`config.mk`:
```
export PLATFORM = sky130hd
export DESIGN_NAME = task_list_loader
export DESIGN_NICKNAME = d
export VERILOG_FILES = /design/src/rtl/fio_tm_pkg.sv /design/src/rtl/task_list_loader_sat_counter.sv /design/src/rtl/task_list_loader.sv
export SDC_FILE = /design/constraint.sdc
export NUM_CORES = 1
export LEC_CHECK = 0
export BUFFER_PORTS_ARGS = -buffer_cell sky130_fd_sc_hd__buf_2
export CAP_MARGIN = 30
export CORE_MARGIN = 2
export CORE_UTILIZATION = 40
export CTS_CLUSTER_SIZE = 25
export DETAILED_ROUTE_END_ITERATION = 7
export GPL_TIMING_DRIVEN = 0
export HOLD_SLACK_MARGIN = 0.1
export PLACE_DENSITY = 0.75
export SETUP_SLACK_MARGIN = 0.4
export SLEW_MARGIN = 10
export SYNTH_ARGS = -nofsm -noshare
export SYNTH_HDL_FRONTEND = slang
export SYNTH_SLANG_ARGS = --single-unit
```
`constraint.sdc`:
```
create_clock -name clk -period 2.4 [get_ports clk]
set_input_delay 0.24 -clock clk [delete_from_list [all_inputs] [get_ports clk]]
set_output_delay 0.24 -clock clk [all_outputs]
set_load 0.005 [all_outputs]
```
`src/rtl/fio_tm_pkg.sv`:
```
// Shared definitions for the FileIO -> TaskManager task-list link.
// A task record packs, MSB first:
//   [28] valid, [27:20] SW warp ID, [19:11] PC, [10:3] active mask,
//   [2:0] register pairs.
// The package also holds the default list capacity and the loader state
// encoding.
package fio_tm_pkg;

    localparam int TASK_W    = 29;

    localparam int VALID_BIT = 28;
    localparam int SWID_LSB  = 20;
    localparam int SWID_W    = 8;
    localparam int PC_LSB    = 11;
    localparam int PC_W      = 9;
    localparam int AM_LSB    = 3;
    localparam int AM_W      = 8;
    localparam int NREG_LSB  = 0;
    localparam int NREG_W    = 3;

    // TaskManager task-list capacity.
    localparam int MAX_TASKS = 256;

    // Wide enough to hold MAX_TASKS itself, not only MAX_TASKS-1.
    localparam int COUNT_W   = 9;

    typedef enum logic [2:0] {
        ST_LOAD   = 3'd0,
        ST_WRLAST = 3'd1,
        ST_START  = 3'd2,
        ST_RUN    = 3'd3,
        ST_CLEAR  = 3'd4,
        ST_HOLD   = 3'd5
    } loader_state_e;

    // A record may only be written into the TaskManager if its valid bit is set.
    function automatic logic rec_is_valid(input logic [TASK_W-1:0] rec);
        return rec[VALID_BIT];
    endfunction

endpackage

```
`src/rtl/task_list_loader_sat_counter.sv`:
```
// Saturating up-counter.
// Ports:
//   clk, rst : clock, synchronous active-low reset (clears the count)
//   clr      : synchronous clear; has priority over en
//   en       : count up by one, holding at all-ones
//   q        : current count (registered)
module sat_counter #(
    parameter int W = 32
) (
    input  logic         clk,
    input  logic         rst,
    input  logic         clr,
    input  logic         en,
    output logic [W-1:0] q
);

    logic [W-1:0] q_q;
    logic [W-1:0] q_d;

    always_comb begin
        q_d = q_q;
        if (clr) begin
            q_d = '0;
        end else if (en && (q_q != {W{1'b1}})) begin
            q_d = q_q + {{(W-1){1'b0}}, 1'b1};
        end
    end

    always_ff @(posedge clk) begin
        if (!rst) begin
            q_q <= '0;
        end else begin
            q_q <= q_d;
        end
    end

    assign q = q_q;

endmodule

```
`src/rtl/task_list_loader.sv`:
```
// Host-side loader for the FileIO -> TaskManager task list.
// Accepts task records from a valid/ready host stream, drops records that
// are marked invalid or that exceed the list capacity, writes the rest into
// the TaskManager, starts it after the last record, times the run, then
// clears it and re-arms for the next batch.
//
// Host handshake: a record is transferred on a rising clk edge where
// host_valid and host_ready are both 1; host_ready depends only on the
// state register, and host_valid is don't-care while host_ready is 0.
//
// Ports:
//   clk, rst            clock, synchronous active-low reset
//   host_valid/ready    record stream handshake
//   host_data, host_last record and end-of-batch marker
//   Wen_FIO_TM, Din_FIO_TM  task write strobe and data (registered)
//   start_FIO_TM        one-cycle start pulse (registered)
//   clear_FIO_TM        one-cycle clear pulse (registered)
//   finished_TM_FIO     TaskManager finished level, looked at only in RUN
//   busy                high whenever not accepting records
//   done                one-cycle pulse together with the clear
//   task_count          records forwarded in the current/last batch
//   run_cycles          RUN cycles of the last batch, saturating
//   err_invalid         sticky: a record with valid bit 0 was dropped
//   err_overflow        sticky: a record beyond capacity was dropped
module task_list_loader #(
    parameter int MAX_TASKS = fio_tm_pkg::MAX_TASKS,
    parameter int CNT_W     = 32
) (
    input  logic             clk,
    input  logic             rst,
    input  logic             host_valid,
    output logic             host_ready,
    input  logic [28:0]      host_data,
    input  logic             host_last,
    output logic             Wen_FIO_TM,
    output logic [28:0]      Din_FIO_TM,
    output logic             start_FIO_TM,
    output logic             clear_FIO_TM,
    input  logic             finished_TM_FIO,
    output logic             busy,
    output logic             done,
    output logic [8:0]       task_count,
    output logic [CNT_W-1:0] run_cycles,
    output logic             err_invalid,
    output logic             err_overflow
);

    import fio_tm_pkg::*;

    loader_state_e        state_q, state_d;
    logic                 wen_q, wen_d;
    logic [TASK_W-1:0]    din_q, din_d;
    logic                 start_q, start_d;
    logic                 clear_q, clear_d;
    logic                 done_q, done_d;
    logic [COUNT_W-1:0]   task_count_q, task_count_d;
    logic                 err_invalid_q, err_invalid_d;
    logic                 err_overflow_q, err_overflow_d;
    // Set when a batch completes; the next accepted record starts a new
    // batch and wipes the count and error flags of the previous one.
    logic                 fresh_q, fresh_d;

    logic                 handshake;
    logic [COUNT_W-1:0]   count_base;
    logic                 err_invalid_base;
    logic                 err_overflow_base;
    logic                 run_clr;
    logic                 run_en;

    assign host_ready = (state_q == ST_LOAD);
    assign busy       = (state_q != ST_LOAD);
    assign handshake  = host_valid && host_ready;

    // Counter sources for the current record: a fresh batch starts from zero.
    assign count_base        = fresh_q ? '0   : task_count_q;
    assign err_invalid_base  = fresh_q ? 1'b0 : err_invalid_q;
    assign err_overflow_base = fresh_q ? 1'b0 : err_overflow_q;

    // run_cycles is zeroed in START and counts every RUN cycle except the
    // one in which finished is seen.
    assign run_clr = (state_q == ST_START);
    assign run_en  = (state_q == ST_RUN) && !finished_TM_FIO;

    always_comb begin
        state_d        = state_q;
        wen_d          = 1'b0;
        din_d          = din_q;
        start_d        = 1'b0;
        clear_d        = 1'b0;
        done_d         = 1'b0;
        task_count_d   = task_count_q;
        err_invalid_d  = err_invalid_q;
        err_overflow_d = err_overflow_q;
        fresh_d        = fresh_q;

        case (state_q)
            ST_LOAD: begin
                if (handshake) begin
                    fresh_d        = 1'b0;
                    task_count_d   = count_base;
                    err_invalid_d  = err_invalid_base;
                    err_overflow_d = err_overflow_base;
                    if (!rec_is_valid(host_data)) begin
                        err_invalid_d = 1'b1;
                    end else if (32'(count_base) < 32'(MAX_TASKS)) begin
                        wen_d        = 1'b1;
                        din_d        = host_data;
                        task_count_d = count_base + 9'd1;
                    end else begin
                        err_overflow_d = 1'b1;
                    end
                    if (host_last) begin
                        state_d = ST_WRLAST;
                    end
                end
            end
            ST_WRLAST: begin
                // Last write is on the bus now; start goes out next cycle.
                start_d = 1'b1;
                state_d = ST_START;
            end
            ST_START: begin
                state_d = ST_RUN;
            end
            ST_RUN: begin
                if (finished_TM_FIO) begin
                    clear_d = 1'b1;
                    done_d  = 1'b1;
                    state_d = ST_CLEAR;
                end
            end
            ST_CLEAR: begin
                fresh_d = 1'b1;
                state_d = ST_HOLD;
            end
            ST_HOLD: begin
                // TaskManager is in its clear state and would ignore writes.
                state_d = ST_LOAD;
            end
            default: begin
                state_d = ST_LOAD;
            end
        endcase
    end

    always_ff @(posedge clk) begin
        if (!rst) begin
            state_q        <= ST_LOAD;
            wen_q          <= 1'b0;
            din_q          <= '0;
            start_q        <= 1'b0;
            clear_q        <= 1'b0;
            done_q         <= 1'b0;
            task_count_q   <= '0;
            err_invalid_q  <= 1'b0;
            err_overflow_q <= 1'b0;
            fresh_q        <= 1'b0;
        end else begin
            state_q        <= state_d;
            wen_q          <= wen_d;
            din_q          <= din_d;
            start_q        <= start_d;
            clear_q        <= clear_d;
            done_q         <= done_d;
            task_count_q   <= task_count_d;
            err_invalid_q  <= err_invalid_d;
            err_overflow_q <= err_overflow_d;
            fresh_q        <= fresh_d;
        end
    end

    sat_counter #(
        .W(CNT_W)
    ) u_run_counter (
        .clk (clk),
        .rst (rst),
        .clr (run_clr),
        .en  (run_en),
        .q   (run_cycles)
    );

    assign Wen_FIO_TM   = wen_q;
    assign Din_FIO_TM   = din_q;
    assign start_FIO_TM = start_q;
    assign clear_FIO_TM = clear_q;
    assign done         = done_q;
    assign task_count   = task_count_q;
    assign err_invalid  = err_invalid_q;
    assign err_overflow = err_overflow_q;

endmodule

```
==> out/metrics.yaml <==
outcome:
  outcome: "finished, final reports clean"
setup_path:
  r2r_start: "u_run_counter.q[31]"
  path_class: "register to register"
  max_stage_delay_ns: 0.61
  cp-startpoint: "u_run_counter.q[31]"
  slowest_stage: "or4_4"
  critPathMaxFanout: 6
  endpoint_kind: "register"
  required_ns: 2.69
  cp.arrival_ns: 2.36
  path_cells: "inv_1 -> or4_4 -> o41ai_4 -> buf_6 -> buf_8 -> o31a_1 -> o21a_1"
  worst_setup_path_start_kind: "register"
grt:
  antenna_found_initial: 0
  grt.total_usage_pct: 20.0
  grt_pass1_wl_um: 16000
  grt_pass1_vias: 3418
  grt_max_degree: 15
  grt_overflow: 0
sta:
  final-max-slew-violation-count: 0
  max-slew-margin-rel_pct: 57.8
  timing.final.hold_violations: 0
  rsz0062_at_grt: "true"
  setup_tns_ns: 0
  fin_worst_skew_ns: 0.0168
  worst_pin_slew_ns: 0.628
  post-route-period-util_pct: 86.2
  max_freq_mhz: 484
  final-setup-viol-count: 0
  period_needed_ns: 2.07
clock_tree:
  clk_latency_ns: 0.35
  cts_buffers: 9
  clockRootBuffer: "clkbuf_8"
  cts_tree: "yes"
  cts_max_level: 3
  cts.reportedPaths.clkPinSlew_ns: 0.09
  clk_path_buf_depth: 2
  clkSinkCount: 79
  holdBufCountCts: 0
logic_synthesis:
  syn_area_per_cell_um2: 8.30
  synth_cells: 430
  syn_nets: 466
  synth_top_family_by_area: "simple AND/OR/NAND/NOR gates"
  ys_warn_count: 0
  synth_cell_types: 52
  synth_top_area_cell: "dfxtp_1"
  post-synth-top-count-cell: "nand2_1"
  async_reset_ff_share_pct: 0
  yosysSeqAreaShare_pct: 44.3
  synth_area_leaders: "dfxtp_1 (44%), nand2_1 (9.6%), a21boi_0 (6.3%), a21oi_1 (3.4%), nand3_1 (2.8%)"
  yosysTopAreaCellShare_pct: 44.3
  synth_xor_area_share_pct: 2.94
  synth_compound_area_share_pct: 18.6
  muxShareOfSynthArea_pct: 0
  synth_fa_ha_area_share_pct: 0.701
  synth-simple-area-share_pct: 29.3
  netlist_area_mm2: 0.00357
  synth_edf_count: 0
  yosys_most_used_dff: "dfxtp_1"
  synth-seq-cells: 79
  netlist_top_cells_count: "nand2_1 (91), dfxtp_1 (79), a21boi_0 (30)"
pwr:
  power.density_mw_per_mm2: 551
  power_leakage_nw: 2.04
  ir_worst_vdd_uv: 381
drt:
  vias: 3744
  dr.pass1.iters: 5
  dr.first_iter.drc_count: 156
  drc: 0
  drt-total-wl_um: 10200
  vias_per_cell: 5.43
  wl_per_cell_um: 14.8
  ant_nets: 0
floorplanning:
  ioPinCount: 112
  row_count: 34
  dieArea_mm2: 0.00970
  dieWidth_um: 98.5
  initial_core_util_pct: 41.1
  core-area_mm2: 0.00868
  die_y_um: 98.5
cells_and_area:
  drive_gt1_share_pct: 38.8
  fin_cells: 690
  area_growth_syn_to_layout_pct: 39.6
  nNetsFinal: 613
  post-route-util_pct: 57.5
  diodes: 0
placed_design:
  place_inst: 648
  gp_congestion: 0.804
  hpwl_um: 7030
  portBuffers: 110
run:
  drv_cap: 0
min_path:
  hp-start: "host_data[21]"
  hp-class: "primary input to register"
==> placed cells by master (no fill, tap or decap), types with 4 or more instances in the layout <==
cell type	count
buf_2	112
nand2_1	89
dfxtp_1	60
a21boi_0	30
buf_4	25
a21oi_1	20
nor2_1	18
nand3_1	17
dfxtp_4	13
nand4_1	11
or3_1	11
clkbuf_1	10
clkbuf_8	10
and2_1	9
inv_1	8
xnor2_1	8
clkbuf_2	7
and3_1	6
o21ai_2	6
dfxtp_2	6
or4_1	5
o21ai_0	5
nor3_1	5
nor2b_1	4
o31ai_1	4
a21oi_2	4
xor2_1	4
==> critical path: cells and delay by family (launching register included) <==
| family | cells | cell delay (ns) |
|---|---|---|
| simple gates | 1 | 0.61 |
| buf+inv | 3 | 0.43 |
| flops | 1 | 0.34 |
| compound gates | 3 | 0.64 |
==> layer usage <==
layer / up-vias / wire length, µm / GRT usage [%]
met5: - / 0 / 0
met1: 1740 / 4210 / 24.5
li1: 1814 / - / -
met4: 0 / 220 / 9.48
met2: 164 / 4910 / 32.8
met3: 26 / 881 / 5.67
==> flip-flops by register name, indices dropped and copies added, names as in the netlist <==
signal	count
fresh_q	1
u_run_counter.q	32
state_q	3
start_FIO_TM	1
task_count	9
Din_FIO_TM	29
Wen_FIO_TM	1
err_invalid	1
err_overflow	1
done	1
==> power by group <==
group	total, W	switching [W]	internal (W)
Clock	0.00115	0.000530	0.000620
Sequential	0.00135	0.0000174	0.00133
Combinational	0.000250	0.000140	0.000109
==> final timing paths <==
path	end	slack, ns	cells past startpoint
worst min register to register	Din_FIO_TM[16]	0.47	2
worst max-delay path	u_run_counter.q[23]	0.33	7
worst max register to register	u_run_counter.q[23]	0.33	7
worst min-delay path	Din_FIO_TM[21]	0.13	3
==> final cells by class <==
type,instances,area (µm²)
repair buffers,136,791
plain buffers,26,150
flip-flops and latches,79,1640
multi-input cells,317,2010
inverters,8,30.0
fillers,783,3690
clock buffers,10,138
well taps,108,135
clock inverters,6,92.6
==> cells by family (layout without fill, tap and decap cells) <==
kind of cell	after synthesis	after routing
compound gates	96	96
xor+xnor	12	12
fa+ha+maj	2	2
buf+inv	34	186
flops	79	79
simple gates	207	207
==> through the flow <==
stage               hold WS, ns  total power, W  area, µm²  setup WS [ns]
detailed placement        0.455         0.00162       4260        -0.0477
floorplan                 0.385         0.00151       3570          0.396
global placement          0.444         0.00161       4260        -0.0289
CTS                       0.117         0.00276       4720          0.381
finish                    0.132         0.00275       4990          0.332
global route              0.126         0.00286       4990          0.272
==> repair_timing <==
action / in CTS / in global routing
setup endpoints to repair: 69 / 64
pin swaps: 7 / 30
gates cloned: 1 / 1
buffers inserted: 9 / 15
gates resized for setup: 51 / 43
No activity file was read; power rests on OpenSTA's default activity.
